### config.mk
export PLATFORM = sky130hd
export DESIGN_NAME = mult9_booth_seq
export DESIGN_NICKNAME = d
export VERILOG_FILES = /design/src/rtl/mult_pkg.sv /design/src/rtl/booth_step.sv /design/src/rtl/mult9_booth_seq.sv
export SDC_FILE = /design/constraint.sdc
export NUM_CORES = 1
export LEC_CHECK = 0
export CAP_MARGIN = 20
export CORE_ASPECT_RATIO = 0.8
export CORE_MARGIN = 5
export CORE_UTILIZATION = 30
export CTS_CLUSTER_DIAMETER = 60
export DETAILED_ROUTE_END_ITERATION = 10
export GPL_TIMING_DRIVEN = 0
export PLACE_DENSITY = 0.55
export SKIP_LAST_GASP = 1
export SLEW_MARGIN = 40
export SYNTH_ARGS = -nofsm -noshare
export SYNTH_HDL_FRONTEND = slang
export SYNTH_SLANG_ARGS = --single-unit
export TNS_END_PERCENT = 1
### constraint.sdc
create_clock -name clk -period 3.22 [get_ports clk]
set_clock_uncertainty 0.15 [all_clocks]
set_input_delay 0.644 -clock clk [delete_from_list [all_inputs] [get_ports clk]]
set_output_delay 0.644 -clock clk [all_outputs]
set_load 0.1 [all_outputs]
### src/rtl/mult_pkg.sv
// Shared definitions for the sequential radix-2 Booth multiplier.
//   OPW_DEF   : default operand width
//   PW_DEF    : default product width (2 * OPW_DEF)
//   state_t   : controller state encoding
//   cnt_width : width of the Booth step counter for a given operand width
package mult_pkg;

  localparam int unsigned OPW_DEF = 9;
  localparam int unsigned PW_DEF  = 2 * OPW_DEF;

  typedef enum logic [1:0] {
    IDLE = 2'd0,
    RUN  = 2'd1,
    DONE = 2'd2
  } state_t;

  function automatic int unsigned cnt_width(input int unsigned opw);
    return $clog2(opw + 1);
  endfunction

endpackage

### src/rtl/booth_step.sv
// One combinational radix-2 Booth step: conditional add/subtract of the
// multiplicand into the accumulator followed by an arithmetic right shift
// of {acc, q, qm1}.
// Ports:
//   acc, q, qm1 : current accumulator, multiplier register, Q(-1) bit
//   m           : sign-extended multiplicand (OPW+1 bits)
//   acc_nxt, q_nxt, qm1_nxt : shifted result
module booth_step #(
  parameter int unsigned OPW = 9
) (
  input  logic [OPW:0]   acc,
  input  logic [OPW-1:0] q,
  input  logic           qm1,
  input  logic [OPW:0]   m,
  output logic [OPW:0]   acc_nxt,
  output logic [OPW-1:0] q_nxt,
  output logic           qm1_nxt
);

  logic [OPW:0] sum;

  always_comb begin
    sum = acc;
    case ({q[0], qm1})
      2'b01:   sum = acc + m;
      2'b10:   sum = acc - m;
      default: sum = acc;
    endcase
    acc_nxt = {sum[OPW], sum[OPW:1]};
    q_nxt   = {sum[0], q[OPW-1:1]};
    qm1_nxt = q[0];
  end

endmodule

### src/rtl/mult9_booth_seq.sv
// Sequential two's-complement multiplier, one radix-2 Booth step per cycle.
// Operands are accepted in IDLE, OPW steps run in RUN, the product is held
// in DONE until out_ready.
// Ports:
//   clk, rst_n          : clock, synchronous active-low reset
//   in_valid / in_ready : operand handshake (A, B)
//   out_valid/ out_ready: product handshake (P)
//   A, B                : OPW-bit two's-complement operands
//   P                   : 2*OPW-bit two's-complement product
// Optional build macro: MULT9_ZERO_SKIP_EN -- a zero operand completes after
// a single cycle instead of OPW cycles.
module mult9_booth_seq
  import mult_pkg::*;
#(
  parameter int unsigned OPW = OPW_DEF
) (
  input  logic              clk,
  input  logic              rst_n,
  input  logic              in_valid,
  output logic              in_ready,
  input  logic [OPW-1:0]    A,
  input  logic [OPW-1:0]    B,
  output logic              out_valid,
  input  logic              out_ready,
  output logic [2*OPW-1:0]  P
);

  localparam int unsigned CW = cnt_width(OPW);
  localparam logic [CW-1:0] LAST = CW'(OPW - 1);

  state_t         state_q, state_d;
  logic [OPW:0]   acc_q, acc_d;
  logic [OPW-1:0] q_q, q_d;
  logic           qm1_q, qm1_d;
  logic [OPW:0]   m_q, m_d;
  logic [CW-1:0]  cnt_q, cnt_d;

  logic [OPW:0]   acc_s;
  logic [OPW-1:0] q_s;
  logic           qm1_s;

  booth_step #(
    .OPW (OPW)
  ) u_step (
    .acc     (acc_q),
    .q       (q_q),
    .qm1     (qm1_q),
    .m       (m_q),
    .acc_nxt (acc_s),
    .q_nxt   (q_s),
    .qm1_nxt (qm1_s)
  );

  always_comb begin
    state_d = state_q;
    acc_d   = acc_q;
    q_d     = q_q;
    qm1_d   = qm1_q;
    m_d     = m_q;
    cnt_d   = cnt_q;
    unique case (state_q)
      IDLE: begin
        if (in_valid) begin
          m_d     = {A[OPW-1], A};
          q_d     = B;
          acc_d   = '0;
          qm1_d   = 1'b0;
          cnt_d   = '0;
          state_d = RUN;
`ifdef MULT9_ZERO_SKIP_EN
          // Zero the multiplier and jump to the last step: one no-op Booth
          // step on all-zero state lands in DONE with P=0 after one cycle.
          if (A == '0 || B == '0) begin
            q_d   = '0;
            cnt_d = LAST;
          end
`endif
        end
      end
      RUN: begin
        acc_d = acc_s;
        q_d   = q_s;
        qm1_d = qm1_s;
        cnt_d = cnt_q + 1'b1;
        if (cnt_q == LAST) begin
          state_d = DONE;
        end
      end
      DONE: begin
        if (out_ready) begin
          state_d = IDLE;
        end
      end
      default: state_d = IDLE;
    endcase
  end

  always_ff @(posedge clk) begin
    if (!rst_n) begin
      state_q <= IDLE;
      acc_q   <= '0;
      q_q     <= '0;
      qm1_q   <= 1'b0;
      m_q     <= '0;
      cnt_q   <= '0;
    end else begin
      state_q <= state_d;
      acc_q   <= acc_d;
      q_q     <= q_d;
      qm1_q   <= qm1_d;
      m_q     <= m_d;
      cnt_q   <= cnt_d;
    end
  end

  assign in_ready  = (state_q == IDLE);
  assign out_valid = (state_q == DONE);
  // Product is the low 2*OPW bits of {acc, q}; acc's top bit is only guard.
  assign P         = {acc_q[OPW-1:0], q_q};

endmodule

==> impl_metrics.csv, run 1 <==
group,metric,value,unit
outcome,status,"finished, final reports clean",
grt,grt_pass1_vias,1884,
yosys,synth_warnings,0,
placement,hpwl,4.31,mm
sta,period_share,0.921,
yosys,ys_seq_area_frac,0.321,
drt,routed_wl,5.55,mm
setup_path,path_class,"flop to flop",
clock_network,cts.sinks,34,
yosys,synth_top_cell_by_area,"dfxtp_1",
drt,via_count,2011,
yosys,syn-num-nets,303,
yosys,synth_area_leaders,"dfxtp_1, ha_1, nand2_1",
yosys,yosys_register_bits,34,
drt,drtAntennaViolNets,0,
setup_path,slowest_stage,"dfxtp_1",
power,seqPwrFrac,0.358,
cells_and_area,syn2layout_area_growth,23.8,%
power,comb_power_share,0.388,
setup_path,path_cells,"ha_1, clkbuf_1, mux2i_1, ha_1, nor2b_1, o2111ai_1, a21oi_2, or3_1, nand3_1, a21oi_1",
sta,fin_crit,2.96,ns
clock_network,clockBufferDepth,2,
yosys,synth_top_area_share,0.321,
drt,wire_per_inst,13.8,um
grt,grt_max_degree,12,
sta,rsz0062_at_grt,"false",
grt,grt_use_total,0.126,
drt,viasPerCell,5.00,
yosys,synth_area,0.00212,mm^2
cells_and_area,fin_util,0.381,
yosys,syn_inst,267,
clock_network,cts_tree,"done",
sta,hold_violations,0,
sta,fin_hold_ws,0.349,ns
grt,antenna_found_initial,0,
setup_path,cpPeakStageDelay,0.44,ns
cells_and_area,antennaDiodeCount,0,
power,leakagePower,1.07,nW
cells_and_area,seq_area,681,um^2
sta,relSlewSlack,0.579,
yosys,async_flop_share,0,
yosys,avgSynthCellArea,7.94,um^2
clock_network,cts.clk_slew.worst_paths,0.08,ns
setup_path,required,3.24,ns
cells_and_area,finish.instance_area,0.00263,mm^2
setup_path,cp_max_fo,10,
floorplan,dieArea,0.00886,mm^2
yosys,yosys_most_used_dff,"dfxtp_1",
setup_path,critPathMostFrequentCell,"ha_1",
sta,worst_pin_slew,0.616,ns
clock_network,numCtsBuffers,5,
placement,gp_congestion,0.818,
drt,first_pass_iters,4,
sta,final.setup.tns,0,ns
placement,place_area,0.00253,mm^2
power,peakVddDrop,0.191,mV
floorplan,start_util,0.308,
cells_and_area,drive_gt1_frac,0.130,
clock_network,cts_hold_buf,0,
floorplan,die-width,104,um
power,sw_frac_of_total,0.399,
cells_and_area,multi_input_area,0.00132,mm^2
setup_path,cp-end-kind,"flop",
cells_and_area,num-fill-cells,769,
power,clkPwrFrac,0.255,
clock_network,htree_levels,2,
cells_and_area,final_cell_mix,"nand2_1, dfxtp_1, buf_2, nor2_1, clkdlybuf4s50_1",
floorplan,die_h,85.2,um
floorplan,io_pins,42,
drt,drt_iter0_drc,103,
worst_hold_path,worstHoldPathType,"flop to flop",
power,p_switching,0.532,mW
drt,drc_errors,0,
setup_path,arrival,2.99,ns
setup_path,cp-start-kind,"flop",
flow_run,cap_violations,0,
placement,port_buffers,40,
setup_path,path_buf_inv,1,
yosys,synth_enable_flop_cells,0,
clock_network,post_cts_resized,0,
cells_and_area,nNetsFinal,350,
floorplan,placementRows,27,
sta,setup_viol,0,
power,intPower,0.803,mW
sta,drv_slew,0,
clock_network,cts_root_buf,"clkbuf_8",
grt,grt_overflow,0,
floorplan,core,0.00689,mm^2
setup_path,r2r_slack,0.26,ns
grt,grt_first_pass_wirelength,9.33,mm
clock_network,postCtsSetupRepairBufs,0,
clock_network,clock_latency,0.29,ns
power,p_per_area,509,mW/mm^2
sta,max_freq,337,MHz
yosys,synth_cell_type_count,41,
setup_path,path_delay_family,"simple AND/OR/NAND/NOR gates",
cells_and_area,final_common_cell,"nand2_1",
## state kept, by name, summed over array words and instances, names as in the netlist
| signal | cells |
|---|---|
| qm1_q | 1 |
| q_q | 9 |
| state_q | 2 |
| cnt_q | 4 |
| acc_q | 9 |
| m_q | 9 |
## metrics by stage
| stage | total power [mW] | cells | setup WS (ns) |
|---|---|---|---|
| floorplan | 0.894 | 267 | 0.540 |
| global placement | 1.02 | 394 | 0.327 |
| detailed placement | 1.01 | 394 | 0.269 |
| CTS | 1.35 | 402 | 0.253 |
| global route | 1.42 | 402 | 0.0805 |
| finish | 1.34 | 402 | 0.256 |
## power groups by stage
stage               clock network [mW]  logic (mW)  registers [mW]
finish                           0.340       0.517           0.478
global route                     0.367       0.568           0.482
CTS                              0.352       0.521           0.477
detailed placement                   0       0.519           0.487
global placement                     0       0.531           0.488
floorplan                            0       0.292           0.601
## Yosys cell counts, types with 5 or more instances
library cell	number
nor2b_1	8
o221ai_1	9
mux2i_1	5
nor3_1	6
and2_1	6
inv_1	9
nor2_1	23
xnor2_1	12
o21ai_0	17
a21boi_0	9
a21oi_1	14
dfxtp_1	34
a21o_1	5
ha_1	13
clkbuf_1	9
nand2_1	39
## kinds of logic (layout without fill, tap and decap cells)
group | after synthesis | after routing | synth area share
AO/OA/AOI/OAI | 79 | 79 | 0.255
multiplexers | 5 | 5 | 0.0236
XOR/XNOR | 14 | 14 | 0.0578
buffers and inverters | 27 | 75 | 0.0572
adder cells (fa/ha/maj) | 14 | 14 | 0.0861
AND/OR/NAND/NOR | 94 | 94 | 0.199
flip-flops | 34 | 34 | 0.321
## layer usage
layer,up-vias,wire [um],share of wire,GRT usage
met3,5,277,0.050,0.0304
met1,928,2830,0.51,0.181
met4,0,48,0.0086,0.0318
met2,41,2400,0.43,0.190
li1,1037,-,-,-
met5,-,0,0,0
## worst paths after layout
check        cells after the start  startpoint        to
max                             10      q_q[0]  acc_q[6]
min                              2      m_q[3]    m_q[3]
max reg2reg                     10      q_q[0]  acc_q[6]
min reg2reg                      2      m_q[3]    m_q[3]
## layout make-up
type	count	share of cell area
sequential	34	0.259
clock inverter	2	0.00477
buffer	17	0.0319
timing repair buffer	40	0.114
tap	87	0.0415
clock buffer	6	0.0315
inverter	10	0.0143
multi-input combinational	206	0.502
## worst register-to-register path, stage by stage (launching register included)
cell and delay, ns:
dfxtp_1 0.44, ha_1 0.19, clkbuf_1 0.34, mux2i_1 0.39, ha_1 0.29, nor2b_1 0.15, o2111ai_1 0.29, a21oi_2 0.12
or3_1 0.35, nand3_1 0.09, a21oi_1 0.06
Note: power is estimated with default switching activity, not from simulation.
==> run 2: changes to the inputs <==
- CTS_CLUSTER_SIZE: default -> 25
==> results of run 2 <==
Same layout as run 1: the final DEF is identical, and so are final timing and power.
